**src/rtl/ps2_kbd_rx_if.sv**
```systemverilog
// ps2_kbd_rx_if
//   CPU-side bus/interrupt signals of the PS/2 keyboard receiver.
//   Handshake: `ready` is high while the FIFO holds at least one byte and
//   `data_out` then shows the head byte. A cycle with `rd` high while
//   `ready` is high consumes that byte; `rd` while `ready` is low is ignored.
//   Signals:
//     rd        CPU -> rx   pop strobe
//     clr_ovf   CPU -> rx   clear sticky overflow flag
//     data_out  rx  -> CPU  FIFO head byte (8'h00 when empty)
//     ready     rx  -> CPU  FIFO non-empty
//     int_req   rx  -> CPU  level interrupt, equals ready
//     frame_err rx  -> CPU  one-cycle pulse per rejected frame
//     overflow  rx  -> CPU  sticky, a good byte was dropped on a full FIFO
interface ps2_kbd_rx_if;
  logic       rd;
  logic       clr_ovf;
  logic [7:0] data_out;
  logic       ready;
  logic       int_req;
  logic       frame_err;
  logic       overflow;

  modport master (
    output rd, clr_ovf,
    input  data_out, ready, int_req, frame_err, overflow
  );

  modport slave (
    input  rd, clr_ovf,
    output data_out, ready, int_req, frame_err, overflow
  );
endinterface

```
**src/rtl/ps2_kbd_rx.sv**
```systemverilog
// ps2_kbd_rx
//   Receive-only PS/2 keyboard interface. Synchronizes and deglitches the raw
//   ps2_clk/ps2_data pins, decodes 11-bit frames (start, 8 data LSB first,
//   odd parity, stop) and queues good bytes in a fall-through FIFO.
//   Ports:
//     clk, rst      system clock, synchronous active-high reset
//     ps2_clk       raw PS/2 clock pin (asynchronous)
//     ps2_data      raw PS/2 data pin (asynchronous)
//     bus           CPU-side signals (see ps2_kbd_rx_if)
//     dbg_state_o   current receiver FSM state
module ps2_kbd_rx #(
  parameter int unsigned FIFO_DEPTH  = 8,
  parameter int unsigned FILTER_LEN  = 4,
  parameter int unsigned TIMEOUT_CYC = 50000
) (
  input  logic              clk,
  input  logic              rst,
  input  logic              ps2_clk,
  input  logic              ps2_data,
  ps2_kbd_rx_if.slave       bus,
  output logic [1:0]        dbg_state_o
);

  localparam int unsigned AW = $clog2(FIFO_DEPTH);
  localparam int unsigned FW = (FILTER_LEN > 1) ? $clog2(FILTER_LEN) : 1;
  localparam int unsigned TW = $clog2(TIMEOUT_CYC + 1);

  typedef enum logic [1:0] {S_IDLE, S_DATA, S_PARITY, S_STOP} state_t;

  // ---------------- input synchronizers and glitch filters ----------------
  // Bit 0 = ps2_clk, bit 1 = ps2_data.
  logic [1:0]    s1_q, s2_q;
  logic [1:0]    filt_q, filt_d;
  logic [FW-1:0] cnt_q [2];
  logic [FW-1:0] cnt_d [2];

  always_comb begin
    filt_d = filt_q;
    for (int p = 0; p < 2; p++) begin
      cnt_d[p] = '0;
      if (s2_q[p] != filt_q[p]) begin
        // The FILTER_LEN-th consecutive differing sample flips the output.
        if (cnt_q[p] == FW'(FILTER_LEN - 1)) begin
          filt_d[p] = s2_q[p];
        end else begin
          cnt_d[p] = cnt_q[p] + 1'b1;
        end
      end
    end
  end

  always_ff @(posedge clk) begin
    if (rst) begin
      s1_q   <= 2'b11;
      s2_q   <= 2'b11;
      filt_q <= 2'b11;
      cnt_q  <= '{default: '0};
    end else begin
      s1_q   <= {ps2_data, ps2_clk};
      s2_q   <= s1_q;
      filt_q <= filt_d;
      cnt_q  <= cnt_d;
    end
  end

  // Sample event: the cycle in which filtered ps2_clk is falling.
  logic sample_evt;
  logic bit_in;
  assign sample_evt = filt_q[0] & ~filt_d[0];
  assign bit_in     = filt_q[1];

  // ---------------- frame FSM ----------------
  state_t        state_q, state_d;
  logic [2:0]    bitcnt_q, bitcnt_d;
  logic [7:0]    shift_q, shift_d;
  logic          par_q, par_d;
  logic [TW-1:0] tout_q, tout_d;
  logic          ferr_q, ferr_d;
  logic          push;

  always_comb begin
    state_d  = state_q;
    bitcnt_d = bitcnt_q;
    shift_d  = shift_q;
    par_d    = par_q;
    tout_d   = '0;
    ferr_d   = 1'b0;
    push     = 1'b0;
    case (state_q)
      S_IDLE: begin
        if (sample_evt && !bit_in) begin
          state_d  = S_DATA;
          bitcnt_d = 3'd0;
        end
      end
      S_DATA: begin
        if (sample_evt) begin
          shift_d  = {bit_in, shift_q[7:1]};
          bitcnt_d = bitcnt_q + 3'd1;
          if (bitcnt_q == 3'd7) state_d = S_PARITY;
        end
      end
      S_PARITY: begin
        if (sample_evt) begin
          par_d   = bit_in;
          state_d = S_STOP;
        end
      end
      S_STOP: begin
        if (sample_evt) begin
          if (((^shift_q) ^ par_q) && bit_in) push = 1'b1;
          else                                ferr_d = 1'b1;
          state_d = S_IDLE;
        end
      end
      default: state_d = S_IDLE;
    endcase
    // Silent abort of a stalled frame; no error pulse.
    if (state_q != S_IDLE && !sample_evt) begin
      if (tout_q == TW'(TIMEOUT_CYC - 1)) state_d = S_IDLE;
      else                                tout_d  = tout_q + 1'b1;
    end
  end

  always_ff @(posedge clk) begin
    if (rst) begin
      state_q  <= S_IDLE;
      bitcnt_q <= '0;
      shift_q  <= '0;
      par_q    <= 1'b0;
      tout_q   <= '0;
      ferr_q   <= 1'b0;
    end else begin
      state_q  <= state_d;
      bitcnt_q <= bitcnt_d;
      shift_q  <= shift_d;
      par_q    <= par_d;
      tout_q   <= tout_d;
      ferr_q   <= ferr_d;
    end
  end

  // ---------------- FIFO ----------------
  logic [7:0]  mem_q [FIFO_DEPTH];
  logic [AW:0] wr_ptr_q, rd_ptr_q;
  logic        empty, full, pop, wr_en, ovf_q;

  assign empty = (wr_ptr_q == rd_ptr_q);
  assign full  = (wr_ptr_q[AW] != rd_ptr_q[AW]) &&
                 (wr_ptr_q[AW-1:0] == rd_ptr_q[AW-1:0]);
  assign pop   = bus.rd & ~empty;
  // A pop in the same cycle frees the slot, so a full FIFO still accepts.
  assign wr_en = push & (~full | pop);

  always_ff @(posedge clk) begin
    if (rst) begin
      wr_ptr_q <= '0;
      rd_ptr_q <= '0;
      ovf_q    <= 1'b0;
    end else begin
      if (wr_en) wr_ptr_q <= wr_ptr_q + 1'b1;
      if (pop)   rd_ptr_q <= rd_ptr_q + 1'b1;
      if (bus.clr_ovf)                ovf_q <= 1'b0;
      else if (push && full && !pop)  ovf_q <= 1'b1;
    end
  end

  always_ff @(posedge clk) begin
    if (!rst && wr_en) mem_q[wr_ptr_q[AW-1:0]] <= shift_q;
  end

  assign bus.data_out  = empty ? 8'h00 : mem_q[rd_ptr_q[AW-1:0]];
  assign bus.ready     = ~empty;
  assign bus.int_req   = ~empty;
  assign bus.frame_err = ferr_q;
  assign bus.overflow  = ovf_q;
  assign dbg_state_o   = state_q;

endmodule

```
**src/flat_wrapper.sv**
```systemverilog
// flat-port wrapper written by rule: the top's interface ports become plain ports
module ps2_kbd_rx_flat 
#(
  parameter int unsigned FIFO_DEPTH  = 8,
  parameter int unsigned FILTER_LEN  = 4,
  parameter int unsigned TIMEOUT_CYC = 50000
)
  (clk, rst, ps2_clk, ps2_data, dbg_state_o, bus_rd, bus_clr_ovf, bus_data_out, bus_ready, bus_int_req, bus_frame_err, bus_overflow);
  ps2_kbd_rx_if bus_i ();
  input  logic clk;
  input  logic rst;
  input  logic ps2_clk;
  input  logic ps2_data;
  output logic [1:0] dbg_state_o;
  input wire logic [$bits(bus_i.rd)-1:0] bus_rd;
  input wire logic [$bits(bus_i.clr_ovf)-1:0] bus_clr_ovf;
  output wire logic [$bits(bus_i.data_out)-1:0] bus_data_out;
  output wire logic [$bits(bus_i.ready)-1:0] bus_ready;
  output wire logic [$bits(bus_i.int_req)-1:0] bus_int_req;
  output wire logic [$bits(bus_i.frame_err)-1:0] bus_frame_err;
  output wire logic [$bits(bus_i.overflow)-1:0] bus_overflow;
  assign bus_i.rd = bus_rd;
  assign bus_i.clr_ovf = bus_clr_ovf;
  assign bus_data_out = bus_i.data_out;
  assign bus_ready = bus_i.ready;
  assign bus_int_req = bus_i.int_req;
  assign bus_frame_err = bus_i.frame_err;
  assign bus_overflow = bus_i.overflow;
  ps2_kbd_rx #(.FIFO_DEPTH(FIFO_DEPTH), .FILTER_LEN(FILTER_LEN), .TIMEOUT_CYC(TIMEOUT_CYC)) u_core (.clk(clk), .rst(rst), .ps2_clk(ps2_clk), .ps2_data(ps2_data), .bus(bus_i), .dbg_state_o(dbg_state_o));
endmodule
```
**config.mk**
```make
export PLATFORM = sky130hd
export DESIGN_NAME = ps2_kbd_rx_flat
export DESIGN_NICKNAME = d
export VERILOG_FILES = /design/src/rtl/ps2_kbd_rx_if.sv /design/src/rtl/ps2_kbd_rx.sv /design/src/flat_wrapper.sv
export SDC_FILE = /design/constraint.sdc
export NUM_CORES = 1
export LEC_CHECK = 0
export CAP_MARGIN = 40
export CORE_ASPECT_RATIO = 1.75
export CORE_MARGIN = 4
export CORE_UTILIZATION = 60
export CTS_CLUSTER_SIZE = 14
export DETAILED_ROUTE_END_ITERATION = 10
export PLACE_DENSITY = 0.87
export RECOVER_POWER = 25
export SLEW_MARGIN = 20
export SYNTH_ARGS = -nofsm -noshare
export SYNTH_HDL_FRONTEND = slang
export SYNTH_SLANG_ARGS = --single-unit
```
**constraint.sdc**
```tcl
create_clock -name clk -period 3.5 [get_ports clk]
set_input_delay 0.525 -clock clk [delete_from_list [all_inputs] [get_ports clk]]
set_output_delay 0.525 -clock clk [all_outputs]
set_load 0.01 [all_outputs]
```
==> Word-level counts from Yosys, hierarchy flattened <==
Memories as Yosys holds them, arrays and structs flattened. A register that Yosys moved wholly into a read port is not among the register bits.
Index checks and enable logic that the tools add are counted.
W data, S select, Z words.
{ "op_classes": {"add_sub_neg": 6, "n_eq_ne": 14, "muxes": 22, "bitwise": 13, "reduce_logical": 24} }
{ "op_table": {"columns": ["operator", "n"], "rows": [
  ["$add A16 B1 Y16 const B", 1],
  ["$eq A16 B16 Y1 const B", 1],
  ["$mux W2", 7],
  ["$mux W3", 4],
  ["$reduce_or A3 Y1", 4],
  ["$add A4 B1 Y4 const B", 2],
  ["$eq A2 B2 Y1 const B", 4],
  ["$mux W1", 8],
  ["$mux W8", 1],
  ["$not A1 Y1", 8],
  ["$pmux W2 S4", 1],
  ["$reduce_xor A8 Y1", 1],
  ["$logic_and A1 B1 Y1", 7],
  ["$pmux W3 S2", 1],
  ["$reduce_and A2 Y1", 3],
  ["$add A2 B1 Y2 const B", 2],
  ["$eq A4 B4 Y1", 1],
  ["$logic_not A1 Y1", 4],
  ["$ne A2 B1 Y1 const B", 2],
  ["$reduce_bool A2 Y1", 2],
  ["$add A3 B1 Y3 const B", 1],
  ["$and A1 B1 Y1", 3],
  ["$eq A3 B3 Y1", 1],
  ["$eq A3 B3 Y1 const B", 1],
  ["7 further kinds", 9]
]} }
{ "totals": {"regBits": 50, "mem_bits_rw": 64, "inputBits": 6, "output_inout_bits": 14, "word_cells": 95, "memories": 1} }
{ "mem_list": {"columns": ["name", "depth", "word_bits", "read_ports", "rd_clocked_by_memory_dff", "write_ports", "line_no", "rtl"], "rows": [
  ["u_core.mem_q", 8, 8, 1, 1, 1, "ps2_kbd_rx.sv:144", "logic [7:0] mem_q [FIFO_DEPTH];"]
]} }

==> Depth between registers and ports, before layout <==
{ "depth": {"word_depth": 11, "mapped_depth": 9} }

==> Least setup slack after synthesis <==
Ideal clock, no wire load.
{ "synth_timing": {"path_kind": "register -> register", "from": "reg u_core.shift_q[2]", "to": "mem u_core.mem_q[1][0], enable pin", "setup_time_ns": 0.395, "arrival_ns": 2.384, "required_time_ns": 3.105, "setup_slack_ns": 0.722, "stages_incl_launch_ff": 6, "n_path_buf": 0, "period_less_slack_ns": 2.778, "path_cell_list": "dfxtp_1 -> xor2_1 -> xnor3_2 -> xnor2_1 -> nand4_1 -> nor4_1"} }
{ "synth_between": {"elab_chain_len": 10} }
{ "synth_rtl": {"columns": ["element", "line_no", "rtl"], "rows": [
  ["from (decl)", "ps2_kbd_rx.sv:75", "logic [7:0] shift_q, shift_d;"],
  ["from (signal assigned)", "ps2_kbd_rx.sv:136", "shift_q <= shift_d;"],
  ["$reduce_xor A8 Y1", "ps2_kbd_rx.sv:111", "if (((^shift_q) ^ par_q) && bit_in) push = 1'b1;"],
  ["$xor A1 B1 Y1", "ps2_kbd_rx.sv:111", null],
  ["$logic_and A1 B1 Y1", "ps2_kbd_rx.sv:111", null],
  ["$mux W1", "ps2_kbd_rx.sv:111", null],
  ["$mux W1", "ps2_kbd_rx.sv:110", "if (sample_evt) begin"],
  ["$mux W1", "ps2_kbd_rx.sv:89", "case (state_q)"],
  ["$and A1 B1 Y1", "ps2_kbd_rx.sv:153", "assign wr_en = push & (~full | pop);"],
  ["$logic_and A1 B1 Y1", "ps2_kbd_rx.sv:169", "if (!rst && wr_en) mem_q[wr_ptr_q[AW-1:0]] <= shift_q;"],
  ["$mux W1", "ps2_kbd_rx.sv:169", null],
  ["$mux W1 (implied by the code)", "ps2_kbd_rx.sv:169", null],
  ["to (decl)", "ps2_kbd_rx.sv:144", null]
]} }
Every way passes these cells.

==> Worst setup path after layout <==
{ "layout_timing": {"from": "reg u_core.wr_ptr_q[2]", "to": "out bus_ready"} }
{ "layout_between": {"elab_chain_len": 2} }
{ "layout_rtl": {"columns": ["element", "line_no", "rtl"], "rows": [
  ["from (decl)", "ps2_kbd_rx.sv:145", "logic [AW:0] wr_ptr_q, rd_ptr_q;"],
  ["from (signal assigned)", "ps2_kbd_rx.sv:161", "if (wr_en) wr_ptr_q <= wr_ptr_q + 1'b1;"],
  ["$eq A4 B4 Y1", "ps2_kbd_rx.sv:148", "assign empty = (wr_ptr_q == rd_ptr_q);"],
  ["$not A1 Y1", "ps2_kbd_rx.sv:173", "assign bus.ready = ~empty;"],
  ["to (decl)", "flat_wrapper.sv:18", "output wire logic [$bits(bus_i.ready)-1:0] bus_ready;"]
]} }
Every way passes these cells.

==> flow_summary.ini <==
[cells_and_area]
drive_gt1_frac = 0.162
fin_util = 0.719
area_growth_syn_to_layout_pct = 17.4
final_nets = 414
regArea_um2 = 2980
multi_input_area_um2 = 1720
layout.cells.non_filler = 504
n_antenna_cell = 0
n_fill_cell = 507

[clock_tree]
cts_root_buf = clkbuf_16
cts_max_level = 4
cts_resized = 0
cts_hold_buf = 0
cts_made_buffers = 17
cts_setup_buffers = 0
clock-sinks = 117
cts_buffer_depth = 2
clkLatencyLatePin_ps = 410
path_clk_slew_ps = 50
cts_tree = built

[placed_design]
dpl.hpwl_mm = 6.23
port-buffer-count = 19
placed_cells = 472
dpl_worst_slack_ps = 590
place_congestion = 0.846

[critical_path]
r2r_start = u_core.shift_q[1]$_SDFFE_PP0P_
cp_max_fo = 10
critPathLaunch = u_core.wr_ptr_q[2]$_SDFFE_PP0P_
critPathKind = reg2out
required_ps = 2970
crit_path_end_kind = output pin
start_kind = flop
critPathArrivalTime_ps = 2670

[pwr]
p_int_mw = 2.44
swShare = 0.197
ir_worst_vdd_v = 0.000423
p_seq_frac = 0.474
total_power_mw = 3.04
power_density_nw_per_um2 = 538
p_leak_nw = 1.87
p_comb_frac = 0.006
p_sw_mw = 0.599
clock_power_share = 0.519

[min_path]
hp-class = reg2reg
hp-start = u_core.s1_q[1]$_SDFF_PP1_

[route]
final_antenna_net_count = 0
drt-total-wl_mm = 9.22
vias = 2968
dr.first_iter.drc_count = 183
first_pass_iters = 5
via_per_inst = 5.89
wl_per_cell_um = 18.3
drc = 0

[global_routing]
grt_start_max_net_pins = 33
grt_antenna_before_repair = 0
grt_pass1_vias = 3049
grt_pass1_wl_mm = 15.2
track_usage = 0.220
grt-ovfl-total = 0

[synthesis]
synth_top_area_frac = 0.400
ys_warn_count = 0
ys_seq_elements = 117
syn_avg_cell_area_um2 = 13.0
synth_edf_count = 64
yosys.area.top_type = edfxtp_1
ys_async_sr_fraction = 0
ys_seq_area_frac = 0.621
syn_nets = 384
yosysUniqueCellTypes = 44
netlist_area_um2 = 4810
synthFlopType = edfxtp_1
synth.area.top_cells = edfxtp_1 40%, dfxtp_1 22%, mux4_2 7.5%
syn_inst = 371

[floorplan]
core_area_um2 = 7860
die_w_um = 75.7
die_y_um = 126
initial_core_util = 0.612
ios = 20
dieArea_um2 = 9560
row_count = 43

[sta]
finClkSkew_ps = 5.56
rsz0062_at_grt = false
tightest_slew_ps = 742
finalSetupViolations = 0
fin_crit_sh = 0.912
period_needed_ps = 3190
slew_violations = 0
finalHoldViolations = 0
fmax_ghz = 0.313
layout_setup_ws_ps = 307
tns_ps = 0
slew_headroom = 0.505

[outcome]
run_status = completed

[run]
cap_violations = 0
==> per-stage QoR <==
step	hold slack (ps)	instance area, µm²
after CTS	414	5660
after detailed placement	398	5110
after floorplan	389	4810
final	411	5640
after global routing	424	5640
after global placement	394	5110
==> sequential cells by signal (all words and copies together) (netlist names), named ones only <==
name / cells
u_core.par_q: 1
u_core.filt_q: 2
u_core.rd_ptr_q: 4
u_core.shift_q: 8
u_core.bitcnt_q: 3
u_core.s2_q: 2
u_core.mem_q: 64
u_core.wr_ptr_q: 4
u_core.dbg_state_o: 2
u_core.cnt_q: 4
u_core.bus.overflow: 1
u_core.tout_q: 16
u_core.bus.frame_err: 1
u_core.s1_q: 2
==> cells in the final DEF (no fill, tap or decap), drive strengths merged, types with 10 or more instances in the layout <==
master	count
xor2	14
a21oi	13
nand3	13
mux2i	11
o21ai	10
xnor2	17
dfxtp	53
nand2	19
clkdlybuf4s50	19
nor2	51
clkbuf	25
edfxtp	64
mux4	16
==> final timing paths <==
check | cells after the start | to | slack, ps
max reg2reg | 5 | u_core.mem_q[4][0]$_DFFE_PP_ | 570
min reg2reg | 1 | u_core.s2_q[1]$_SDFF_PP1_ | 410
min | 1 | u_core.s2_q[1]$_SDFF_PP1_ | 410
max | 5 | bus_ready | 310
==> final cells by class <==
cell class	count	area share
Tap cell	90	0.0200
Clock buffer	20	0.0791
Clock inverter	12	0.0193
Inverter	6	0.00399
Multi-Input combinational cell	230	0.305
Sequential cell	117	0.528
Timing Repair Buffer	29	0.0437
==> cell usage after synthesis, types with 2 or more instances <==
cell	n
nor3_1	8
a211o_1	2
o211ai_1	2
a21oi_1	12
o31ai_1	2
mux2_2	2
nand4_1	6
nor4_1	3
inv_1	6
nand2b_1	3
o21ai_0	10
nor2_1	51
or2_2	7
xnor2_1	16
or3_1	2
nor2b_1	5
nand3b_1	2
buf_2	5
a22oi_1	2
ha_1	7
mux2i_1	11
nand2_1	19
nand3_1	13
edfxtp_1	64
dfxtp_1	53
clkbuf_1	11
mux4_2	16
and3_1	3
xor2_1	13
==> critical path, stage by stage (launching register included) <==
cell and delay, ps:
dfxtp_1 570, xnor2_1 170, nand3_1 180, nor2b_1 570
inv_1 230, clkdlybuf4s50_1 540
==> kinds of logic (layout without fill, tap and decap cells) <==
group                      after synthesis  count (layout)  synth area share
buffers and inverters                   24              67            0.0208
muxes                                   29              29             0.103
AOI/OAI and AO/OA                       35              35            0.0437
and+or+nand+nor                        127             127             0.130
DFF                                    117             117             0.621
adders and majority gates                7               7            0.0182
xor gates and xnor gates                32              32            0.0646
==> routing by layer <==
| layer | track usage | up-vias | routed length, µm |
|---|---|---|---|
| met5 | 0 | - | 0 |
| met3 | 0.0492 | 25 | 309 |
| met1 | 0.247 | 1460 | 3490 |
| met4 | 0.106 | 0 | 276 |
| li1 | - | 1415 | - |
| met2 | 0.381 | 68 | 5150 |
==> power by group through the flow <==
stage	Combinational, mW	Sequential [mW]	Clock (mW)
floorplan	0.0108	1.47	0
global placement	0.0193	1.47	0
detailed placement	0.0197	1.47	0
CTS	0.0198	1.44	1.60
global route	0.0226	1.44	1.67
finish	0.0197	1.44	1.58
Power figures use the tool's default switching activity.
